--- config.mk ---
export PLATFORM = sky130hd
export DESIGN_NAME = snn_batch_runner
export DESIGN_NICKNAME = d
export VERILOG_FILES = /design/src/rtl/snn_batch_runner.sv
export SDC_FILE = /design/constraint.sdc
export NUM_CORES = 1
export LEC_CHECK = 0
export CELL_PAD_IN_SITES_DETAIL_PLACEMENT = 0
export CELL_PAD_IN_SITES_GLOBAL_PLACEMENT = 1
export CORE_AREA = 2 2 87 89
export DETAILED_ROUTE_END_ITERATION = 6
export DIE_AREA = 0 0 89 91
export GPL_ROUTABILITY_DRIVEN = 0
export PLACE_DENSITY = 0.86
export SETUP_SLACK_MARGIN = 0.02
export SYNTH_ARGS = -nofsm -noshare
export SYNTH_HDL_FRONTEND = slang
export SYNTH_SLANG_ARGS = --single-unit
--- constraint.sdc ---
create_clock -name clk -period 2.6 [get_ports clk]
set_input_delay 0.26 -clock clk [delete_from_list [all_inputs] [get_ports clk]]
set_output_delay 0.26 -clock clk [all_outputs]
set_load 0.01 [all_outputs]
--- src/rtl/snn_batch_runner.sv ---
// Batch sequencer for snn_core self-test: walks the stored samples, launches the core,
// waits for done with a bounded timer, and tallies pass/fail/timeout per batch.
module snn_batch_runner #(
    parameter int NUM_SAMPLES     = 10,
    parameter int SEL_WIDTH       = 4,
    parameter int DIGIT_WIDTH     = 4,
    parameter int TIMEOUT_CYCLES  = 60000,
    parameter int TO_WIDTH        = 16,
    parameter int STOP_ON_TIMEOUT = 0
) (
    input  logic                   clk,
    input  logic                   rst_n,
    input  logic                   go,
    input  logic                   single,
    input  logic [SEL_WIDTH-1:0]   sel_in,
    input  logic                   abort,
    output logic [SEL_WIDTH-1:0]   sample_sel,
    output logic                   core_start,
    input  logic                   core_done,
    input  logic [DIGIT_WIDTH-1:0] core_digit,
    input  logic [DIGIT_WIDTH-1:0] exp_digit,
    output logic                   result_valid,
    output logic [SEL_WIDTH-1:0]   result_sel,
    output logic [DIGIT_WIDTH-1:0] result_digit,
    output logic                   result_match,
    output logic                   result_timeout,
    output logic [SEL_WIDTH:0]     pass_count,
    output logic [SEL_WIDTH:0]     fail_count,
    output logic [SEL_WIDTH:0]     timeout_count,
    output logic                   busy,
    output logic                   batch_done
);

    typedef enum logic [2:0] {
        S_IDLE,
        S_LAUNCH,
        S_WAIT,
        S_REPORT,
        S_FINISH
    } state_t;

    localparam logic [SEL_WIDTH:0]   NUM_SEL    = (SEL_WIDTH+1)'(NUM_SAMPLES);
    localparam logic [SEL_WIDTH-1:0] LAST_SEL   = SEL_WIDTH'(NUM_SAMPLES - 1);
    localparam logic [TO_WIDTH-1:0]  TIMER_LOAD = TO_WIDTH'(TIMEOUT_CYCLES - 1);
    localparam logic                 STOP_TO    = (STOP_ON_TIMEOUT != 0);

    state_t                state;
    state_t                state_nx;
    logic                  done_q;
    logic                  single_q;
    logic [TO_WIDTH-1:0]   timer;
    logic                  go_ok;
    logic                  done_edge;
    logic                  timer_zero;
    logic                  last_sample;

    // A single-mode request for a nonexistent sample is dropped rather than run.
    assign go_ok       = go & ~(single & ({1'b0, sel_in} >= NUM_SEL));
    // Only a fresh rising edge counts; a done level left over from a previous run is ignored.
    assign done_edge   = core_done & ~done_q;
    assign timer_zero  = (timer == '0);
    assign last_sample = (sample_sel == LAST_SEL);

    always_ff @(posedge clk or negedge rst_n) begin
        if (!rst_n) begin
            state <= S_IDLE;
        end else begin
            state <= state_nx;
        end
    end

    always_comb begin
        state_nx     = state;
        core_start   = 1'b0;
        result_valid = 1'b0;
        batch_done   = 1'b0;
        busy         = (state != S_IDLE);
        case (state)
            S_IDLE: begin
                if (go_ok) begin
                    state_nx = S_LAUNCH;
                end
            end
            S_LAUNCH: begin
                core_start = 1'b1;
                state_nx   = S_WAIT;
            end
            S_WAIT: begin
                if (done_edge || timer_zero) begin
                    state_nx = S_REPORT;
                end
            end
            S_REPORT: begin
                result_valid = 1'b1;
                if (single_q || last_sample || (STOP_TO && result_timeout)) begin
                    state_nx = S_FINISH;
                end else begin
                    state_nx = S_LAUNCH;
                end
            end
            S_FINISH: begin
                batch_done = 1'b1;
                state_nx   = S_IDLE;
            end
            default: begin
                state_nx = S_IDLE;
            end
        endcase
        // Abort overrides every transition, including an accepted go.
        if (abort) begin
            state_nx = S_IDLE;
        end
    end

    always_ff @(posedge clk or negedge rst_n) begin
        if (!rst_n) begin
            done_q         <= 1'b0;
            single_q       <= 1'b0;
            timer          <= '0;
            sample_sel     <= '0;
            result_sel     <= '0;
            result_digit   <= '0;
            result_match   <= 1'b0;
            result_timeout <= 1'b0;
            pass_count     <= '0;
            fail_count     <= '0;
            timeout_count  <= '0;
        end else begin
            done_q <= core_done;
            if (!abort) begin
                case (state)
                    S_IDLE: begin
                        if (go_ok) begin
                            pass_count    <= '0;
                            fail_count    <= '0;
                            timeout_count <= '0;
                            single_q      <= single;
                            sample_sel    <= single ? sel_in : '0;
                        end
                    end
                    S_LAUNCH: begin
                        timer <= TIMER_LOAD;
                    end
                    S_WAIT: begin
                        if (done_edge) begin
                            result_sel     <= sample_sel;
                            result_digit   <= core_digit;
                            result_match   <= (core_digit == exp_digit);
                            result_timeout <= 1'b0;
                        end else if (timer_zero) begin
                            result_sel     <= sample_sel;
                            result_digit   <= '0;
                            result_match   <= 1'b0;
                            result_timeout <= 1'b1;
                        end else begin
                            timer <= timer - 1'b1;
                        end
                    end
                    S_REPORT: begin
                        if (result_timeout) begin
                            timeout_count <= timeout_count + 1'b1;
                        end else if (result_match) begin
                            pass_count <= pass_count + 1'b1;
                        end else begin
                            fail_count <= fail_count + 1'b1;
                        end
                        if (state_nx == S_LAUNCH) begin
                            sample_sel <= sample_sel + 1'b1;
                        end
                    end
                    default: begin
                    end
                endcase
            end
        end
    end

endmodule

# Yosys cells after proc, flatten, opt, wreduce, memory -nomap -nowiden
# Index checks and enable logic that the tools add are counted.
# Widths: inputs -> output; s select.
[word_totals]
register_bits = 50
latch_bits = 0
mem_bits_rw = 0
mem_bits_ro = 0
input_bits = 18
word_cells = 86
mem_count = 0
[classes]
add_sub_neg = 5
multipliers = 0
n_div = 0
n_lt_le_gt_ge = 1
eq_ne = 15
shift = 0
muxes = 32
bitwise = 6
n_reduce_logical = 15
[ops]
columns = ["operator", "count"]
rows = [
  ["$mux 16", 2],
  ["$pmux 16 s2", 1],
  ["$mux 5", 6],
  ["$pmux 5 s2", 3],
  ["$mux 4", 7],
  ["$logic_not 16->1", 1],
  ["$ne 2x2->1 const B", 8],
  ["$sub 16x1->16 const B", 1],
  ["$add 5x1->5 const B", 3],
  ["$mux 3", 4],
  ["$pmux 3 s4", 1],
  ["$reduce_and 4->1", 3],
  ["$reduce_and 5->1", 2],
  ["$pmux 4 s2", 1],
  ["$mux 1", 7],
  ["$eq 3x1->1 const B", 2],
  ["$eq 3x2->1 const B", 2],
  ["$reduce_and 3->1", 2],
  ["$reduce_bool 2->1", 3],
  ["$add 4x1->4 const B", 1],
  ["$eq 4x4->1", 1],
  ["$eq 4x4->1 const B", 1],
  ["$ge 4x4->1 const B", 1],
  ["$and 1x1->1", 3],
  ["other kinds (5)", 8],
]

# Depth between registers and ports, before layout
[depth]
depth_word = 10
ltp_mapped = 8
mapped_depth_nobuf = 7

# Worst setup path after synthesis
# No wires, ideal clock.
[synth_timing]
path_kind = "flip-flop to flip-flop"
start = "register timer[0]"
end = "register timer[14]"
setup_time_ns = 0.069
t_arrival_ns = 1.985
required_time_ns = 2.531
path_slack_ns = 0.546
stages_incl_launch_ff = 8
path_cell_list = "dfrtp_1 -> inv_1 -> ha_1 -> or3b_2 -> nor4_4 -> nand4_2 -> or4_1 -> nand3_1"
[synth_between]
elab_chain_cells = 4
elab_cells_between_ends = 7
cone_classes = "add/sub (1); eq/ne (1); mux (3); reduce/logical (2)"
[synth_rtl]
columns = ["element", "line_no", "text"]
rows = [
  ["start, declared", "51", "logic [TO_WIDTH-1:0] timer;"],
  ["start signal, assigned", "156", "timer <= timer - 1'b1;"],
  ["$sub 16x1->16", "156", ""],
  ["$mux 16", "150", "end else if (timer_zero) begin"],
  ["$mux 16", "145", "if (done_edge) begin"],
  ["$pmux 16 s2", "131", "case (state)"],
]
# Parallel ways exist; a longest one is shown, timed or not. The select of a mux whose other input is x is not followed.
# A chain may end at the register's enable or synchronous reset.

# Worst setup path after layout
[layout_timing]
start = "register timer[0]"
end = "register result_sel[3]"
[layout_between]
elab_chain_cells = 3
[layout_rtl]
columns = ["element", "line_no", "text"]
rows = [
  ["$logic_not 16->1", "61", "assign timer_zero = (timer == '0);"],
  ["$reduce_bool 2->1 (no line)", "n/a", ""],
  ["$reduce_and 3->1 (no line)", "n/a", ""],
  ["end signal, assigned", "146", "result_sel <= sample_sel;"],
  ["end signal, assigned", "151", "result_sel <= sample_sel;"],
  ["end, declared", "23", "output logic [SEL_WIDTH-1:0] result_sel,"],
]
# Every way passes these cells.

==> flow_metrics.env <==
export IMPL_cp_arrival_ns=2.49
export IMPL_start_util=0.387
export IMPL_antenna_found_initial=0
export IMPL_drc=0
export IMPL_tns_ns=0
export IMPL_cts_resized=0
export IMPL_drt_iter0_drc=137
export IMPL_crit_type="flop to flop"
export IMPL_first_global_vias=2343
export IMPL_p_per_area_mw_per_mm2=584
export IMPL_wl_um=6510
export IMPL_synthDistinctLibCells=59
export IMPL_fin_util=0.491
export IMPL_synth_area_per_cell_um2=9.47
export IMPL_cp_required_ns=2.80
export IMPL_synth_cells=292
export IMPL_synthArstFlopShare=1.00
export IMPL_clk_pin_slew_ns=0.09
export IMPL_clockPowerShare=0.214
export IMPL_dr_pass1_iters=4
export IMPL_max_cap_viol_count=0
export IMPL_cp_start_kind="flop"
export IMPL_grt_max_degree=22
export IMPL_crit_slowest_cell="a211o_1"
export IMPL_io_buffer_count=50
export IMPL_cts_tree="built"
export IMPL_htree_levels=2
export IMPL_dr_total_vias=2445
export IMPL_n_antenna_cell=0
export IMPL_final_layout_size_suffix_gt1_frac=0.0883
export IMPL_grt_use_total=0.172
export IMPL_numCtsBuffers=5
export IMPL_final_common_cell="dfrtp_1"
export IMPL_leakage_nw=1.46
export IMPL_ioPinCount=51
export IMPL_hold_path_class="input port to async pin"
export IMPL_synth_edf_count=0
export IMPL_wl_per_cell_um=14.5
export IMPL_swShare=0.328
export IMPL_syn_nets=317
export IMPL_outcome="finished clean"
export IMPL_pwr_share_comb=0.281
export IMPL_synth_area_mm2=0.00276
export IMPL_ant_nets=0
export IMPL_final_max_slew_violation_count=0
export IMPL_period_share=0.880
export IMPL_synth_seq_cells=50
export IMPL_rsz0062_at_grt="false"
export IMPL_rows=31
export IMPL_power_frac_seq=0.506
export IMPL_tightestPinTransition_ns=0.644
export IMPL_clk_latency_ns=0.31
export IMPL_totalPowerFinal_mw=2.05
export IMPL_reg2reg_depth=6
export IMPL_viasPerCell=5.43
export IMPL_fmax_mhz=437
export IMPL_slew_limit_headroom=0.568
export IMPL_final_net_count=376
export IMPL_post_cts_buffers=0
export IMPL_die_area_mm2=0.00810
export IMPL_crit_chain="inv_1, ha_1, nor4b_1, nand4_1, a211o_1, mux2_1"
export IMPL_crit_path_max_incr_delay_ns=0.56
export IMPL_die_y_um=91
export IMPL_layout_common_cells="dfrtp_1, clkdlybuf4s50_1, o21ai_0"
export IMPL_period_needed_ns=2.29
export IMPL_detailedPlace_worstSlack_ns=0.334
export IMPL_design_core_area_mm2=0.00714
export IMPL_yosysWarnings=0
export IMPL_setup_slack_ns=0.312
export IMPL_dpl_hpwl_um=4930
export IMPL_ys_flop_type="dfrtp_1"
export IMPL_die_w_um=89
export IMPL_clock_sinks=50
export IMPL_finalHoldViolations=0
export IMPL_cp_end_kind="flop"
export IMPL_synthToLayoutAreaGrowth_pct=26.9
export IMPL_finalClockSkew_ns=0.0102
export IMPL_worst_path_max_fanout=13
export IMPL_grt_pass1_wl_um=11200
export IMPL_seq_area_frac_synth=0.453
export IMPL_clk_path_buf_depth=2
export IMPL_ir_drop_uv=371
export IMPL_overflow=0
export IMPL_root_buffer="clkbuf_8"
export IMPL_hold_buffers=1
export IMPL_setup_viol=0
export IMPL_p_int_mw=1.38
export IMPL_switchingPower_mw=0.672
==> cells in the mapped netlist, types with 5 or more instances <==
| master | number | area [µm²] |
|---|---|---|
| nand3_1 | 18 | 90.1 |
| a31oi_1 | 6 | 37.5 |
| o21ai_0 | 31 | 155 |
| nor3_1 | 12 | 60.1 |
| ha_1 | 7 | 87.6 |
| nand2b_1 | 6 | 37.5 |
| or3_1 | 5 | 31.3 |
| inv_1 | 11 | 41.3 |
| xor2_1 | 6 | 52.6 |
| a21oi_1 | 13 | 65.1 |
| nand2_1 | 22 | 82.6 |
| nand4_1 | 5 | 31.3 |
| nor2_1 | 21 | 78.8 |
| dfrtp_1 | 50 | 1250 |
==> state kept, by name, summed over array words and instances, names as in the netlist, 3 cells and up <==
register	flops
result_digit	4
timer	16
pass_count	5
state	3
fail_count	5
timeout_count	5
result_sel	4
sample_sel	4
==> final timing paths <==
path | start | endpoint | slack, ns
min | rst_n | sample_sel[0]$_DFFE_PN0P_ | 0.39
min reg2reg | result_sel[3]$_DFFE_PN0P_ | result_sel[3]$_DFFE_PN0P_ | 0.51
max reg2reg | timer[0]$_DFFE_PN0P_ | result_sel[3]$_DFFE_PN0P_ | 0.31
min in group clk | core_done | done_q$_DFF_PN0_ | 0.46
max | timer[0]$_DFFE_PN0P_ | result_sel[3]$_DFFE_PN0P_ | 0.31
max in group asynchronous | rst_n | timer[8]$_DFFE_PN0P_ | 1.60
==> logic make-up (layout without fill, tap and decap cells) <==
logic type,Yosys count,after routing,synth area share
AO/OA/AOI/OAI,81,81,0.189
adder cells (fa/ha/maj),7,7,0.0317
buffers and inverters,20,79,0.0312
multiplexers,5,5,0.0199
flip-flops,50,50,0.453
AND/OR/NAND/NOR,122,122,0.254
XOR/XNOR,7,7,0.0222
==> routing by layer <==
layer,up-vias,GRT usage,part of all wire
met3,5,0.0300,0.038
met4,0,0.0398,0.011
li1,1213,-,-
met5,-,0,0
met1,1166,0.257,0.49
met2,61,0.260,0.46
==> stage by stage <==
stage	cells	instance area, µm²	hold WS, ns
after detailed placement	442	3410	0.200
after floorplan	292	2760	-0.0356
after global placement	442	3410	0.190
final	450	3510	0.390
after global routing	450	3510	0.426
after CTS	450	3510	0.406
==> worst max-delay path, delay by kind of cell, from the launching register on <==
kind | cells | cell delay, ns
AO/OA/AOI/OAI | 1 | 0.56
adder cells (fa/ha/maj) | 1 | 0.17
buffers and inverters | 1 | 0.12
flip-flops | 1 | 0.43
multiplexers | 1 | 0.37
AND/OR/NAND/NOR | 2 | 0.54
==> power groups by stage <==
stage / registers, mW / clock network [mW] / logic, mW
after floorplan: 1.05 / 0 / 0.274
after global placement: 1.04 / 0 / 0.569
after detailed placement: 1.04 / 0 / 0.577
after CTS: 1.03 / 0.456 / 0.579
after global routing: 1.06 / 0.490 / 0.634
final: 1.04 / 0.438 / 0.575
==> area by class of cell <==
type	instances	area (µm²)
Clock buffer	5	68.8
Clock inverter	2	15.0
Fill cell	707	3630
Inverter	11	41.3
Multi-Input combinational cell	222	1430
Sequential cell	50	1250
Tap cell	99	124
Timing Repair Buffer	61	581
Power figures use the tool's default switching activity.
==> patch 1: new RTL, same flow settings <==
Add an input register stage for `go`, with the module's reset; this delays it by one clock. The other inputs are not delayed to match.
--- a/src/rtl/snn_batch_runner.sv
+++ b/src/rtl/snn_batch_runner.sv
@@ -45,4 +45,14 @@
     localparam logic                 STOP_TO    = (STOP_ON_TIMEOUT != 0);
 
+    logic go_q;
+
+    always_ff @(posedge clk or negedge rst_n) begin
+        if (!rst_n) begin
+            go_q <= '0;
+        end else begin
+            go_q <= go;
+        end
+    end
+
     state_t                state;
     state_t                state_nx;
@@ -56,5 +66,5 @@
 
     // A single-mode request for a nonexistent sample is dropped rather than run.
-    assign go_ok       = go & ~(single & ({1'b0, sel_in} >= NUM_SEL));
+    assign go_ok       = go_q & ~(single & ({1'b0, sel_in} >= NUM_SEL));
     // Only a fresh rising edge counts; a done level left over from a previous run is ignored.
     assign done_edge   = core_done & ~done_q;
Check against the original RTL: not equivalent (a bounded check fails within 4 cycles, from zero or initial values and one cycle with rst_n low).
==> patch 1 against the original RTL <==
The run now ends with hold timing left; highest routed layer unchanged; setup slack got worse by 0.023 ns; final cell count decreased by 4.9%; final area decreased by 2.3%; synthesized area decreased by 1.9%; via count decreased by 7.0%; total power decreased by 5.8%; wire length decreased by 4.8%; sequential cell count increased by 1.
==> patch 1: results (changes against the original RTL) <==
mean number of vias per cell=5.31 (-2.3%); crit path max-delay cell type=o21ai_0; worst hold-check slack=-0.0213 ns (-0.411 ns); clock buffer instance count of the final layout=6 (+1); met2 wirelength from detailed routing=2940 um (-1.1%); post-detailed-placement half-perimeter wirelength=4550 um (-7.7%); pin count of the biggest net entering global routing=30 (+36%); crit-path max FO=5 (-8); iteration-0 DRC count of the detailed router=176 (+28%); non-clock buffer contribution to total cell area=15.8% (-0.78 points); Hold Vio Cnt, Final=27 (+27); Seq/Total Area, Yosys=47.1% (+1.8 points); GRT met2 Usage=25.3% (-0.68 points); cell count of the worst reg-to-reg path=7 (+1); run status=finished with violations; number of register bits inferred by synthesis=51 (+2.0%); grt met3 use=3.91% (+0.91 points); commonest cells in the netlist=dfrtp_1 (51), nor2_1 (27), nand2_1 (22); failing checks=hold timing; clock tree skew after final layout=0.00824 ns (-0.00198 ns); multiplexer share of the synthesized area=3.69% (+1.7 points); layout inverter count without the clock tree=9 (-2); clock network area share=2.89% (+0.50 points); count of non-CTS buffers in the layout=56 (-8.2%); area of combinational cells with multiple inputs=1350 um2 (-5.2%); GR Util met1=22.9% (-2.8 points)
## patch 1: worst paths after layout
path                       slack (ns)           from             to
setup / recovery                 0.29       timer[0]       timer[5]
hold / removal                  -0.02          rst_n  result_sel[3]
setup reg to reg                 0.29       timer[0]       timer[5]
hold reg to reg                  0.51  result_sel[1]  result_sel[1]
max in group asynchronous        1.97          rst_n  pass_count[0]
min in group clk                 0.40             go           go_q
## patch 1: per-stage QoR
stage               worst slack (ns)  std cells  power [mW]
floorplan                      0.608        274        1.21
global placement               0.299        420        1.45
detailed placement             0.237        420        1.47
CTS                            0.345        428        1.96
global route                   0.124        428        2.05
finish                         0.289        428        1.93
## patch 1: where the power goes
group / internal [mW] / switching [mW] / total (mW)
Sequential: 0.882 / 0.0928 / 0.975
Clock: 0.218 / 0.268 / 0.485
Combinational: 0.262 / 0.207 / 0.469
==> patch 2: new RTL, same flow settings <==
Without the edit above. The parameter `DIGIT_WIDTH` goes from 4 to 6.
--- a/src/rtl/snn_batch_runner.sv
+++ b/src/rtl/snn_batch_runner.sv
@@ -4,5 +4,5 @@
     parameter int NUM_SAMPLES     = 10,
     parameter int SEL_WIDTH       = 4,
-    parameter int DIGIT_WIDTH     = 4,
+    parameter int DIGIT_WIDTH     = 6,
     parameter int TIMEOUT_CYCLES  = 60000,
     parameter int TO_WIDTH        = 16,
Ports: changed (resized core_digit, exp_digit and result_digit); port bits go from 51 to 57. No check against the original RTL was run, so the function may have changed too.
==> patch 2 against the original RTL <==
Setup slack lost 0.19 ns; die area stayed put; total power increased by 3.8%; final area down 0.50%; synthesized area decreased by 5.4%; hold slack better by 0.045 ns; sequential cell count is 2 higher; wire length down 5.9%; critical path type unchanged; critical endpoint is now timer[13]; highest routed layer unchanged.
==> patch 2: results (changes against the original RTL) <==
run status=complete, no violations; worst hold-check slack=0.435 ns (+0.0447 ns); worst-case vdd ir drop=0.356 mV (-4.2%); setup slack on the worst flop-to-flop path=0.12 ns (-0.19 ns); registers with the most flip-flops=timer x16, result_digit x6; CTS Buf Count=5 (unchanged); clk_lat worst skew=0.31 ns (about the same); Compound-Gate Fraction of Synth Area=13.0% (-5.9 points); static leakage=1.43 nW (-2.7%); via count of the first global-routing pass=2208 (-5.8%); crit path max-delay cell type=or4_1; pin count of the biggest net entering global routing=22 (unchanged); H-tree levels=2 (unchanged); iteration-0 DRC count of the detailed router=168 (+23%); Min-Delay Path Class=input port to asynchronous set/reset pin; Relative slew margins=66.3% (+9.5 points); synthesis warning total=0 (unchanged); mean number of vias per cell=5.05 (-7.0%); XOR/XNOR Fraction of Synth Area=7.37% (+5.2 points); cell count of the worst reg-to-reg path=6 (unchanged); ranking of synthesized cells by area=dfrtp_1 (50%), nor2_1 (4.3%), xor2_1 (4.0%), ha_1 (3.4%), xnor2_1 (3.4%); proportion of layout cells with a drive suffix above 1=10.1% (+1.3 points); worst-margin pin slew=0.504 ns (-0.139 ns); post-detailed-placement half-perimeter wirelength=4530 um (-8.2%); Crit Reg-Reg Endpoint=timer[13]; clock tree skew after final layout=0.0102 ns (-0.0000195 ns); crit-path max FO=5 (-8); commonest cells in the netlist=dfrtp_1 (52), nor2_1 (30), nand2_1 (22); number of antenna violations at the first check in global routing=0 (unchanged); stage delay of the slowest cell on the critical path=0.48 ns (-0.08 ns); async set-reset flop share out of synthesis=100% (unchanged); cell at the root of the clock tree=clkbuf_8; data arrival time of the critical path=2.73 ns (+0.24 ns); multiplexer share of the synthesized area=2.06% (+0.067 points); clock-pin slew of the registers on the worst-case setup and hold paths=0.10 ns; number of filler cells placed in the layout=696 (-1.6%); Seq/Total Area, Yosys=49.8% (+4.5 points); Detailed Routing Iterations Pass 1=4 (unchanged); post-synthesis cell type count=39 (-34%); Hold Vio Cnt, Final=0 (unchanged); input/output buffers=56 (+12%); net count after synthesis=297 (-6.3%); adder and majority gate portion of the synthesized area=3.35% (+0.18 points); Overall Global Routing Usage=16.2% (-0.98 points); diode count=0 (unchanged); wire length of the first global-routing pass=10400 um (-7.0%); final-stage net count=364 (-3.2%); Critical R2R Launch=timer[5]; buffer depth of the longest clock path=2 (unchanged); final routed wirelength across all metal layers=6130 um (-5.9%)
patch 2: cell count changes after synthesis, sizes merged, moves of 5 or more:
| cell | unedited run | this run |
|---|---|---|
| nand3 | 18 | 7 |
| nor3 | 12 | 7 |
| xor2 | 6 | 12 |
| xnor2 | 1 | 10 |
| buf | 5 | 0 |
| clkbuf | 4 | 10 |
| o21ai | 34 | 16 |
| nor2 | 21 | 30 |
patch 2: where the power goes:
| part | switching (mW) | total (mW) | internal, mW |
|---|---|---|---|
| Clock | 0.276 | 0.591 | 0.315 |
| Combinational | 0.234 | 0.520 | 0.287 |
| Sequential | 0.0973 | 1.01 | 0.916 |
patch 2: through the flow:
stage / cell area (um2) / std cells / util, % / setup WS, ns
after floorplan: 2610 / 268 / - / 0.205
after global placement: 3340 / 424 / 46.8 / 0.147
after detailed placement: 3340 / 424 / 46.8 / 0.133
after CTS: 3470 / 433 / 48.6 / 0.112
after global routing: 3490 / 435 / 48.9 / 0.00831
final: 3490 / 435 / 48.9 / 0.119
patch 2: timing repair:
item,in CTS,in global routing
resized for setup,0,1
hold buffers,1,0
setup buffers,0,2
setup endpoints to repair,0,1
hold endpoints to repair,19,0
patch 2: cell type report:
type | count | area, um2 | area share (%)
tap | 99 | 124 | 3.55
clock buffer | 6 | 82.6 | 2.37
sequential | 52 | 1300 | 37.3
timing repair buffer | 70 | 663 | 19.0
multi-input combinational | 197 | 1250 | 35.7
clock inverter | 2 | 38.8 | 1.11
inverter | 9 | 33.8 | 0.968
patch 2: cell families after synthesis:
family / Yosys count
AND/OR/NAND/NOR: 111
adder cells (fa/ha/maj): 7
flip-flops: 52
XOR/XNOR: 22
multiplexers: 5
buffers and inverters: 19
AO/OA/AOI/OAI: 52
patch 2: how the worst max path moves through the flow:
stage              from   endpoint  slack (ns)  depth (start not counted)
6_report       timer[5]  timer[13]        0.12                          6
5_1_grt        timer[5]  timer[13]       0.008                          6
4_1_cts        timer[5]  timer[13]        0.11                          6
3_5_place_dp   timer[5]  timer[13]        0.13                          6
3_3_place_gp   timer[5]  timer[13]        0.15                          6
2_1_floorplan  timer[5]  timer[13]        0.20                          6
patch 2: metal layers:
metal,track usage (%),routed length [um],part of all wire [%],up-vias
met1,22.2,2880,47,1050
met3,3.82,221,3.6,9
li1,-,-,-,1087
met5,0,0,0,-
met4,4.48,102,1.7,0
met2,25.7,2920,48,51
patch 2: critical path: cells and delay by family, from the launching register on:
kind,cells,cell delay (ns)
AND/OR/NAND/NOR,6,2.01
flip-flops,1,0.41
